===== src/rtl/kmap_if.sv =====
// kmap_if: evaluation and configuration signals of the K-map evaluator
interface kmap_if;
  logic        in_valid;
  logic        a;
  logic        b;
  logic        c;
  logic        d;
  logic        cfg_we;
  logic [15:0] cfg_on;
  logic [15:0] cfg_dc;
  logic        k_out;
  logic        k_dc;
  logic        out_valid;
  modport master (output in_valid, a, b, c, d, cfg_we, cfg_on, cfg_dc, input k_out, k_dc, out_valid);
  modport slave (input in_valid, a, b, c, d, cfg_we, cfg_on, cfg_dc, output k_out, k_dc, out_valid);
endinterface


===== src/rtl/kmap_eval.sv =====
// kmap_eval: registered 4-input truth-table lookup with reprogrammable table and don't-care flag
module kmap_eval #(
  parameter logic [15:0] DEF_ON = 16'h888F,
  parameter logic [15:0] DEF_DC = 16'h0025
) (
  input logic   clk,
  input logic   rst,
  kmap_if.slave bus
);
  logic [15:0] on_q, on_d, dc_q, dc_d;
  logic        k_out_q, k_out_d, k_dc_q, k_dc_d, vld_q, vld_d;
  logic [3:0]  idx;
  // next state: lookups read the pre-edge table, so a same-cycle write only affects later inputs
  always_comb begin
    idx     = {bus.a, bus.b, bus.c, bus.d};
    on_d    = bus.cfg_we ? bus.cfg_on : on_q;
    dc_d    = bus.cfg_we ? bus.cfg_dc : dc_q;
    k_out_d = bus.in_valid ? on_q[idx] : k_out_q;
    k_dc_d  = bus.in_valid ? dc_q[idx] : k_dc_q;
    vld_d   = bus.in_valid;
  end
  // state registers; reset restores the default function and clears outputs
  always_ff @(posedge clk) begin
    if (rst) begin
      on_q    <= DEF_ON;
      dc_q    <= DEF_DC;
      k_out_q <= 1'b0;
      k_dc_q  <= 1'b0;
      vld_q   <= 1'b0;
    end else begin
      on_q    <= on_d;
      dc_q    <= dc_d;
      k_out_q <= k_out_d;
      k_dc_q  <= k_dc_d;
      vld_q   <= vld_d;
    end
  end
  assign bus.k_out     = k_out_q;
  assign bus.k_dc      = k_dc_q;
  assign bus.out_valid = vld_q;
endmodule


===== src/flat_wrapper.sv =====
// flat-port wrapper written by rule: the top's interface ports become plain ports
module kmap_eval_flat 
#(
  parameter logic [15:0] DEF_ON = 16'h888F,
  parameter logic [15:0] DEF_DC = 16'h0025
)
  (clk, rst, bus_in_valid, bus_a, bus_b, bus_c, bus_d, bus_cfg_we, bus_cfg_on, bus_cfg_dc, bus_k_out, bus_k_dc, bus_out_valid);
  kmap_if bus_i ();
  input logic clk;
  input logic rst;
  input wire logic [$bits(bus_i.in_valid)-1:0] bus_in_valid;
  input wire logic [$bits(bus_i.a)-1:0] bus_a;
  input wire logic [$bits(bus_i.b)-1:0] bus_b;
  input wire logic [$bits(bus_i.c)-1:0] bus_c;
  input wire logic [$bits(bus_i.d)-1:0] bus_d;
  input wire logic [$bits(bus_i.cfg_we)-1:0] bus_cfg_we;
  input wire logic [$bits(bus_i.cfg_on)-1:0] bus_cfg_on;
  input wire logic [$bits(bus_i.cfg_dc)-1:0] bus_cfg_dc;
  output wire logic [$bits(bus_i.k_out)-1:0] bus_k_out;
  output wire logic [$bits(bus_i.k_dc)-1:0] bus_k_dc;
  output wire logic [$bits(bus_i.out_valid)-1:0] bus_out_valid;
  assign bus_i.in_valid = bus_in_valid;
  assign bus_i.a = bus_a;
  assign bus_i.b = bus_b;
  assign bus_i.c = bus_c;
  assign bus_i.d = bus_d;
  assign bus_i.cfg_we = bus_cfg_we;
  assign bus_i.cfg_on = bus_cfg_on;
  assign bus_i.cfg_dc = bus_cfg_dc;
  assign bus_k_out = bus_i.k_out;
  assign bus_k_dc = bus_i.k_dc;
  assign bus_out_valid = bus_i.out_valid;
  kmap_eval #(.DEF_ON(DEF_ON), .DEF_DC(DEF_DC)) u_core (.clk(clk), .rst(rst), .bus(bus_i));
endmodule

===== config.mk =====
export PLATFORM = sky130hd
export DESIGN_NAME = kmap_eval_flat
export DESIGN_NICKNAME = d
export VERILOG_FILES = /design/src/rtl/kmap_if.sv /design/src/rtl/kmap_eval.sv /design/src/flat_wrapper.sv
export SDC_FILE = /design/constraint.sdc
export NUM_CORES = 1
export LEC_CHECK = 0
export BUFFER_PORTS_ARGS = -buffer_cell sky130_fd_sc_hd__buf_2
export CAP_MARGIN = 20
export CORE_MARGIN = 8
export CORE_UTILIZATION = 36
export DETAILED_ROUTE_END_ITERATION = 12
export HOLD_SLACK_MARGIN = 0.03
export MAX_ROUTING_LAYER = met4
export PLACE_DENSITY_LB_ADDON = 0.3
export SYNTH_ARGS = -nofsm -noshare
export SYNTH_HDL_FRONTEND = slang
export SYNTH_SLANG_ARGS = --single-unit
export TNS_END_PERCENT = 100

===== constraint.sdc =====
create_clock -name clk -period 1.03 [get_ports clk]
set_input_delay 0.103 -clock clk [delete_from_list [all_inputs] [get_ports clk]]
set_output_delay 0.103 -clock clk [all_outputs]
set_load 0.05 [all_outputs]

# Word-level counts from Yosys, hierarchy flattened
# Index checks and enable logic that the tools add are counted.
# word_totals
output_inout_bits,3
wordCells,10
inputBits,40
ff_bits,35
# op_classes
muxes,4
n_lt_le_gt_ge,1
# op_table
op,count
1-bit binary-select mux with 4-bit select,2
4-bit by 5-bit < comparator with 1-bit output (second input constant),1
1-bit 2-to-1 mux,2

# Logic depth before layout (Yosys ltp)
# Gate-level depths: netlist of the first run.
# depth
word_depth,2
mapped_depth,6
mapped_depth_nobuf,4

# Worst setup path before layout of the first run
# OpenSTA, ideal clock, no wires.
# synth_path
kind,input -> register
start,input rst
end,"register u_core.k_out_q, in the netlist u_core.bus.k_out"
required_ps,968
path_buffers,1
setup_ps,62
t_arrival_ps,827
slack_ps,141
cell_stages,5
cell_sequence,buf_6 or3b_1 a21oi_1 nand3_1 nand3_1
# synth_rtl
element,line_no,text
"start, declared",flat_wrapper.sv:10,input logic rst;
"end signal, assigned",kmap_eval.sv:33,k_out_q <= k_out_d;
"end, declared",kmap_eval.sv:11,"logic k_out_q, k_out_d, k_dc_q, k_dc_d, vld_q, vld_d;"

# Worst setup path after layout of the first run
# layout_path
start,"register u_core.k_dc_q, in the netlist u_core.bus.k_dc"
end,output bus_k_dc
# layout_rtl
element,line_no,text
"start, declared",kmap_eval.sv:11,
"start signal, assigned",kmap_eval.sv:34,k_dc_q <= k_dc_d;
"end, declared",flat_wrapper.sv:20,output wire logic [$bits(bus_i.k_dc)-1:0] bus_k_dc;
# No word-level cell between the ends.

==> flow_metrics.tcl, run 1 <==
set metrics [dict create \
    outcome "completed" \
    p_leak_nw 0.952 \
    first_pass_iters 4 \
    count_of_inserted_antenna_diode_cells 0 \
    synth.cell_area_mm2 0.00155 \
    floorplan.initialDensity_pct 36.4 \
    worst_ir_drop_vdd_mv 0.578 \
    report.final.setup_viol 0 \
    layout-drive-gt1-share_pct 27.7 \
    layout_worst_path_cycle_share_pct 96.9 \
    total_routed_length_mm 3.45 \
    die_area_mm2 0.00667 \
    post_layout_nonfiller_instances 258 \
    synth.yosys.warnings 0 \
    cap_violations 0 \
    p_per_area_mw_per_mm2 1450 \
    cts_buf_count 5 \
    global_route_total_usage_across_every_layer_pct 11.7 \
    clkSlewWorstSetupHoldPaths_ns 0.07 \
    ys_seq_elements 35 \
    critical-path-top-delay-family "flip-flops" \
    whs_path_depth 2 \
    clock_path_buffers 2 \
    dpl.cell_count 245 \
    clk_root_buffer_cell "sky130_fd_sc_hd__clkbuf_8" \
    worstRegToRegCells 4 \
    layout.nets 245 \
    timing.critical_path.required_ns 0.93 \
    hold_viol_final 0 \
    timing.hold.worst.start "bus_cfg_on[1]" \
    worst-setup-path-type "reg -> out" \
    crit_path_max_incr_delay_ns 0.35 \
    final_common_cell "sky130_fd_sc_hd__buf_2" \
    number_of_levels_the_h_tree_was_split_into 2 \
    critical_path_top_delay_cell "sky130_fd_sc_hd__dfxtp_1" \
    cp_cell_sequence "buf_2" \
    clock.fmax_mhz 1000 \
    number_of_global_route_vias_before_repair 1318 \
    worst_skew_pair.late_latency_ns 0.28 \
    synth.lib_cells_used.distinct 17 \
    setup_total_negative_slack_ns 0 \
    postLayoutCoreUtil_pct 46.6 \
    worst_r2r_end "u_core.bus.k_dc" \
    grt_setup_unrepaired "no" \
    crit_path_start_kind "flip-flop" \
    worst-endpoint-arrival_ns 0.90 \
    timing.hold.worst.class "in -> reg" \
    sequential_fraction_of_the_synthesis_area_pct 45.2 \
    gpl.final_weighted_congestion 0.814 \
    synth_top_area_share_pct 45.2 \
    cts-resized-gates 0 \
    globalRoute.totalOverflow 0 \
    design.core.area_mm2 0.00426 \
    drt_drc_violations_left 0 \
    synth.area.top_cells "sky130_fd_sc_hd__dfxtp_1 45%, sky130_fd_sc_hd__mux2i_1 25%, sky130_fd_sc_hd__nor2_1 5.8%, sky130_fd_sc_hd__a211o_1 5.6%, sky130_fd_sc_hd__nor2b_1 5.2%" \
    synth_nets 192 \
    die_width_um 81.7 \
    postSynthCellCount 152 \
    detail_route.wl_per_cell_um 13.4 \
    worst_slew_pin_slew_ns 0.278 \
    slew_violations 0 \
    placement_rows 24 \
    ant_nets 0 \
    area.growth.synth_to_final_pct 28.1 \
    timing.reg2reg.setup_slack_ns 0.15 \
    layout_common_cells "42 x sky130_fd_sc_hd__buf_2, 38 x sky130_fd_sc_hd__mux2i_1, 35 x sky130_fd_sc_hd__dfxtp_1, 24 x sky130_fd_sc_hd__nor2_1, 13 x sky130_fd_sc_hd__nor2b_1" \
    worst-path-buf-inv 1 \
    post_drt_via_cell_ratio 4.70 \
    boundaryPins 43 \
    port-buffer-count 42 \
    fin_crit_ns 0.998 \
    antenna_found_initial 0 \
    end_kind "output port" \
    drt_iter0_drc 64 \
    hold_end "u_core.on_q[1]" \
    total_via_count_in_the_routed_design 1212 \
    grt_pass1_wl_mm 5.87 \
    synth_top_cell_by_area "sky130_fd_sc_hd__dfxtp_1" \
    tritoncts_clock_tree "yes" \
    die_y_um 81.7 \
    timing.slew.headroom_pct 81.4 \
    hpwl_mm 2.70 \
    syn-mean-instance-area_um2 10.2 \
    clock_skew_ns 0.00239 \
    critical_path.max_fanout 2 \
    reg2reg_from "u_core.dc_q[15]" \
    grt_start_max_net_pins 22 \
    tritoncts_num_sinks 35 \
]
==> layer usage <==
layer | share of wire, % | GRT usage [%] | up-vias
met1 | 51 | 15.0 | 539
met5 | 0 | - | -
li1 | - | - | 637
met2 | 42 | 17.2 | 34
met4 | 0.17 | 2.63 | 0
met3 | 7.0 | 4.05 | 2
==> registers in the layout (all words and copies together) (netlist names) <==
| name | count |
|---|---|
| u_core.bus.k_dc | 1 |
| u_core.bus.k_out | 1 |
| u_core.bus.out_valid | 1 |
| u_core.dc_q | 16 |
| u_core.on_q | 16 |
==> final cells by class <==
| cell class | instances | area [µm²] |
|---|---|---|
| clock buffers | 7 | 76.3 |
| flip-flops and latches | 35 | 701 |
| repair buffers | 56 | 378 |
| multi-input cells | 107 | 762 |
| well taps | 52 | 65.1 |
| fillers | 434 | 2280 |
| clock inverters | 1 | 5.00 |
==> per-stage QoR <==
stage                     setup WS [ns]  instance area [µm²]  total power (W)  hold WS [ns]
after CTS                        0.0238                 1990          0.00292        0.0317
final                            0.0316                 1990          0.00288        0.0381
after global routing            0.00219                 1990          0.00304        0.0360
after floorplan                   0.141                 1550          0.00180         0.225
after global placement           0.0258                 1860          0.00196         0.311
after detailed placement         0.0160                 1860          0.00197         0.314
==> power breakdown <==
part	switching (W)	total (W)	leakage, nW	internal, W
clock network	0.000452	0.000926	0.0422	0.000474
registers	0.0000439	0.00149	0.290	0.00144
logic	0.000221	0.000465	0.620	0.000244
==> cells in the mapped netlist, drive strengths merged <==
master	instances
mux2i	38
dfxtp	35
nor2	24
nor2b	13
a211o	10
nand3	8
buf	7
a22oi	4
nand2	4
clkbuf	3
a21oi	2
nand4	2
and2	1
or3b	1
==> cells by family after synthesis <==
logic type	synth area share, %
mux	24.5
flops	45.2
compound gates	8.23
simple gates	16.4
buf+inv	5.73
==> what timing repair did <==
| item | CTS | global route |
|---|---|---|
| hold buffers | 5 | 0 |
| buffers inserted | 0 | 0 |
| endpoints found under the hold margin | 5 | 0 |
==> worst max-delay path by stage <==
stage	startpoint	cells past startpoint	end
2_1_floorplan	rst	5	u_core.bus.k_out
3_3_place_gp	rst	5	u_core.bus.k_out
3_5_place_dp	bus_a	5	u_core.bus.k_dc
4_1_cts	u_core.bus.k_dc	1	bus_k_dc
5_1_grt	u_core.bus.k_dc	1	bus_k_dc
6_report	u_core.bus.k_dc	1	bus_k_dc
No activity file was read; power rests on OpenSTA's default activity.
==> run 2: changes to the inputs <==
--- a/config.mk
+++ b/config.mk
@@ -6,4 +6,5 @@
 export NUM_CORES = 1
 export LEC_CHECK = 0
+export ABC_CLOCK_PERIOD_IN_PS = 1030
 export BUFFER_PORTS_ARGS = -buffer_cell sky130_fd_sc_hd__buf_2
 export CAP_MARGIN = 20
==> constraint.sdc (replaced) <==
create_clock -name clk -period 1.03 [get_ports clk]
set_input_delay 0 -clock clk [delete_from_list [all_inputs] [get_ports clk]]
set_output_delay 0 -clock clk [all_outputs]
set_load 0.05 [all_outputs]
==> flow_metrics.tcl, run 2 (synthesis gave the netlist of run 1 again) <==
set metrics [dict create \
    outcome "finished, violations left" \
    violated_checks "hold timing" \
    tritoncts_num_sinks 35 \
    worst-setup-path-type "in -> reg" \
    die_y_um 81.7 \
    layout_worst_path_cycle_share_pct 94.6 \
    grt_pass1_wl_mm 6.28 \
    antenna_found_initial 0 \
    worst_ir_drop_vdd_mv 0.795 \
    count_of_inserted_antenna_diode_cells 0 \
    fin_crit_ns 0.975 \
    detail_route.wl_per_cell_um 13.3 \
    crit_path_max_incr_delay_ns 0.57 \
    clk_root_buffer_cell "sky130_fd_sc_hd__clkbuf_8" \
    clock_skew_ns 0.00510 \
    p_leak_nw 1.05 \
    design.core.area_mm2 0.00426 \
    clock_path_buffers 2 \
    cap_violations 0 \
    critical_path.max_fanout 2 \
    tritoncts_clock_tree "yes" \
    timing.critical_path.required_ns 1.21 \
    post_drt_via_cell_ratio 4.58 \
    p_switching_w 0.000728 \
    drt_drc_violations_left 0 \
    area.growth.synth_to_final_pct 43.0 \
    floorplan.initialDensity_pct 36.4 \
    holdBufCountCts 34 \
    worst-endpoint-arrival_ns 1.15 \
    crit_path_start_kind "input port" \
    setup_total_negative_slack_ns 0 \
    largest_registers "u_core.dc_q x16, u_core.on_q x16" \
    layout.nets 269 \
    die_width_um 81.7 \
    cts_buf_count 5 \
    final_common_cell "sky130_fd_sc_hd__buf_2" \
    end_kind "flip-flop" \
    power_share_of_the_combinational_group_pct 17.6 \
    hold_viol_final 3 \
    power.share.switching_pct 24.4 \
    layout_common_cells "42 x sky130_fd_sc_hd__buf_2, 38 x sky130_fd_sc_hd__mux2i_1, 35 x sky130_fd_sc_hd__dfxtp_1, 33 x sky130_fd_sc_hd__dlygate4sd3_1, 24 x sky130_fd_sc_hd__nor2_1" \
    grt_start_max_net_pins 43 \
    clkPwrFrac_pct 32.6 \
    critical_path_top_delay_cell "sky130_fd_sc_hd__dlygate4sd3_1" \
    grt_setup_unrepaired "no" \
    placement_rows 24 \
    worst_slack_ns 0.0554 \
    clkSlewWorstSetupHoldPaths_ns 0.07 \
    total_routed_length_mm 3.74 \
    cellInternalPower_w 0.00226 \
    whs_ns -0.0155 \
    timing.slew.headroom_pct 80.1 \
    report.final.setup_viol 0 \
    cts_setup_buffers 0 \
    cts-resized-gates 0 \
    dp_worst_setup_slack_ns 0.116 \
    total_via_count_in_the_routed_design 1286 \
    layout-drive-gt1-share_pct 23.6 \
    drt_iter0_drc 72 \
    port-buffer-count 42 \
    global_route_total_usage_across_every_layer_pct 12.5 \
    number_of_levels_the_h_tree_was_split_into 2 \
    clock.fmax_mhz 1030 \
    share_seq_of_total_power_pct 49.8 \
    worst_slew_pin_slew_ns 0.298 \
    hpwl_mm 2.52 \
    globalRoute.totalOverflow 0 \
    worst_skew_pair.late_latency_ns 0.28 \
    first_pass_iters 4 \
    p_per_area_mw_per_mm2 1350 \
    die_area_mm2 0.00667 \
    number_of_global_route_vias_before_repair 1361 \
    gpl.final_weighted_congestion 0.765 \
    timing.hold.worst.class "in -> reg" \
    boundaryPins 43 \
    ant_nets 0 \
    timing.reg2reg.setup_slack_ns 0.14 \
    slew_violations 0 \
    cp_cell_sequence "buf_2 > dlygate4sd3_1 > nor2b_1 > and2_1 > nand4_1 > nand3_1" \
    postLayoutCoreUtil_pct 52.0 \
]
==> run 2: cell count changes in the layout (fill, tap and decap cells not counted), sizes merged <==
cell,before,now
clkbuf,7,6
buf,51,47
dlygate4sd3,5,33
==> run 2: path summary, 6_finish.rpt <==
path,startpoint,to,cells after the start
setup / recovery,bus_in_valid,u_core.bus.k_out,6
hold / removal,rst,u_core.dc_q[11],2
setup reg to reg,u_core.on_q[12],u_core.bus.k_out,4
hold reg to reg,u_core.bus.k_dc,u_core.bus.k_dc,2
==> run 2: metal layers <==
metal	track usage, %	vias to the layer above	part of all wire (%)
li1	-	686	-
met1	16.3	560	51
met2	18.0	33	41
met3	3.50	7	6.6
met4	4.74	0	1.4
met5	-	-	0
==> run 2: layout make-up <==
class	count	area [µm²]
clock buffer	6	82.6
fill	407	2050
sequential	35	701
tap	52	65.1
multi-input combinational	107	762
timing repair buffer	80	603
clock inverter	1	5.00
==> run 2: critical path: cells and delay by family <==
kind                   cells  cell delay, ns
AND/OR/NAND/NOR            4            0.48
buffers and inverters      2            0.67
==> run 2: stage by stage <==
| stage | total power (W) | cell area, µm² | std cells |
|---|---|---|---|
| 6_report | 0.00299 | 2220 | 281 |
| 5_1_grt | 0.00314 | 2220 | 281 |
| 4_1_cts | 0.00303 | 2230 | 282 |
| 3_5_place_dp | 0.00195 | 1800 | 241 |
| 3_3_place_gp | 0.00194 | 1800 | 241 |
| 2_1_floorplan | 0.00180 | 1550 | 152 |
==> run 2: power by group through the flow <==
| stage | registers, W | clock network (W) | logic [W] |
|---|---|---|---|
| final | 0.00149 | 0.000975 | 0.000526 |
| after global routing | 0.00150 | 0.00106 | 0.000582 |
| after CTS | 0.00149 | 0.00101 | 0.000530 |
| after detailed placement | 0.00152 | 0 | 0.000429 |
| after global placement | 0.00152 | 0 | 0.000423 |
| after floorplan | 0.00153 | 0 | 0.000268 |
==> run 3: changes to the inputs <==
Settings changed: CORE_UTILIZATION 36 to 50.
==> flow_metrics.tcl, run 3 (synthesis gave the netlist of run 1 again) <==
set metrics [dict create \
    final_common_cell "sky130_fd_sc_hd__buf_2" \
    cts_setup_buffers 0 \
    total_routed_length_mm 3.85 \
    setup_total_negative_slack_ns 0 \
    count_of_inserted_antenna_diode_cells 0 \
    largest_registers "u_core.dc_q x16, u_core.on_q x16" \
    hold_viol_final 0 \
    globalRoute.totalOverflow 0 \
    worst-endpoint-arrival_ns 1.17 \
    drt_drc_violations_left 0 \
    area.growth.synth_to_final_pct 40.4 \
    report.final.setup_viol 0 \
    port-buffer-count 42 \
    maxUsedRoutingLayer "met4" \
    die_y_um 71.7 \
    global_route_total_usage_across_every_layer_pct 16.4 \
    die_area_mm2 0.00514 \
    tritoncts_num_sinks 35 \
    first_pass_iters 4 \
    critical_path.max_fanout 2 \
    detailroute.wirelength.met3_um 223 \
    layout.nets 269 \
    ant_nets 0 \
    met2_routed_wirelength_mm 1.86 \
    clkSlewWorstSetupHoldPaths_ns 0.10 \
    tritoncts_clock_tree "yes" \
    critical_path_top_delay_cell "sky130_fd_sc_hd__dlygate4sd3_1" \
    timing.hold.worst.class "in -> reg" \
    timing.slew.headroom_pct 78.9 \
    outcome "completed" \
    fin_crit_ns 0.960 \
    die_width_um 71.7 \
    layout_worst_path_cycle_share_pct 93.2 \
    worst-setup-path-type "in -> reg" \
    boundaryPins 43 \
    number_of_global_route_vias_before_repair 1453 \
    worst_slew_pin_slew_ns 0.316 \
    placement_rows 20 \
    cts_buf_count 5 \
    drt_iter0_drc 58 \
    p_per_area_mw_per_mm2 1300 \
    total_via_count_in_the_routed_design 1340 \
    timing.critical_path.required_ns 1.24 \
    detail_route.wl_per_cell_um 14.6 \
    cp_cell_sequence "buf_2 > dlygate4sd3_1 > nor2b_1 > and2_1 > nand4_1 > nand3_1" \
    layout-drive-gt1-share_pct 23.0 \
    cap_violations 0 \
    grt_pass1_wl_mm 6.55 \
    gpl.final_weighted_congestion 0.850 \
    crit_path_start_kind "input port" \
    report.power.total_w 0.00284 \
    grt_start_max_net_pins 43 \
    floorplan.initialDensity_pct 51.7 \
    hpwl_mm 2.56 \
    layout_common_cells "42 x sky130_fd_sc_hd__buf_2, 38 x sky130_fd_sc_hd__mux2i_1, 35 x sky130_fd_sc_hd__dfxtp_1, 34 x sky130_fd_sc_hd__dlygate4sd3_1, 24 x sky130_fd_sc_hd__nor2_1" \
    grt_setup_unrepaired "no" \
    clk_root_buffer_cell "sky130_fd_sc_hd__clkbuf_4" \
    p_leak_nw 1.04 \
    clock.fmax_mhz 1040 \
    clock_skew_ns 0.00702 \
    worst_ir_drop_vdd_mv 0.978 \
    crit_path_max_incr_delay_ns 0.58 \
    worst_skew_pair.late_latency_ns 0.33 \
    end_kind "flip-flop" \
    clock_path_buffers 2 \
    antenna_found_initial 0 \
    wl_met1_mm 1.70 \
    slew_violations 0 \
    number_of_levels_the_h_tree_was_split_into 2 \
    design.core.area_mm2 0.00300 \
    post_drt_via_cell_ratio 5.10 \
]
## run 3: path summary, 6_finish.rpt
check	startpoint	endpoint	slack (ns)	cells after the start
setup reg to reg	u_core.dc_q[14]	u_core.bus.k_dc	0.11	4
setup / recovery	bus_in_valid	u_core.bus.k_dc	0.07	6
hold / removal	bus_d	u_core.bus.k_out	0.06	4
hold reg to reg	u_core.bus.k_out	u_core.bus.k_out	0.47	2
## run 3: metrics by stage
stage / util, % / worst slack, ns / instances / area [µm²] / hold slack, ns
after global routing: 72.5 / 0.0276 / 263 / 2180 / 0.0493
after global placement: 58.9 / 0.177 / 221 / 1770 / 0.205
after detailed placement: 58.9 / 0.127 / 221 / 1770 / 0.210
final: 72.5 / 0.0697 / 263 / 2180 / 0.0556
after floorplan: - / 0.204 / 152 / 1550 / 0.122
after CTS: 72.5 / 0.0742 / 263 / 2180 / 0.0452
## run 3: repair_timing
action                    CTS  global route
resized for setup           0             0
hold endpoints to repair   35             0
hold buffers               34             0
## run 3: critical path: cells and delay by family
kind	cells	cell delay, ns
buffers and inverters	2	0.69
and+or+nand+nor	4	0.49
## run 3: layout make-up
class	count	area [µm²]
Fill cell	241	825
Multi-Input combinational cell	107	762
Tap cell	33	41.3
Timing Repair Buffer	80	606
Sequential cell	35	701
Clock buffer	8	68.8
## run 3: layer usage
| metal | vias to the layer above | GRT usage, % |
|---|---|---|
| met5 | - | - |
| met4 | 0 | 6.80 |
| met3 | 7 | 4.74 |
| met2 | 44 | 26.6 |
| met1 | 603 | 18.5 |
| li1 | 686 | - |
## run 3: power breakdown
part	switching, W	internal [W]
Combinational	0.000238	0.000294
Clock	0.000417	0.000402
Sequential	0.0000463	0.00144
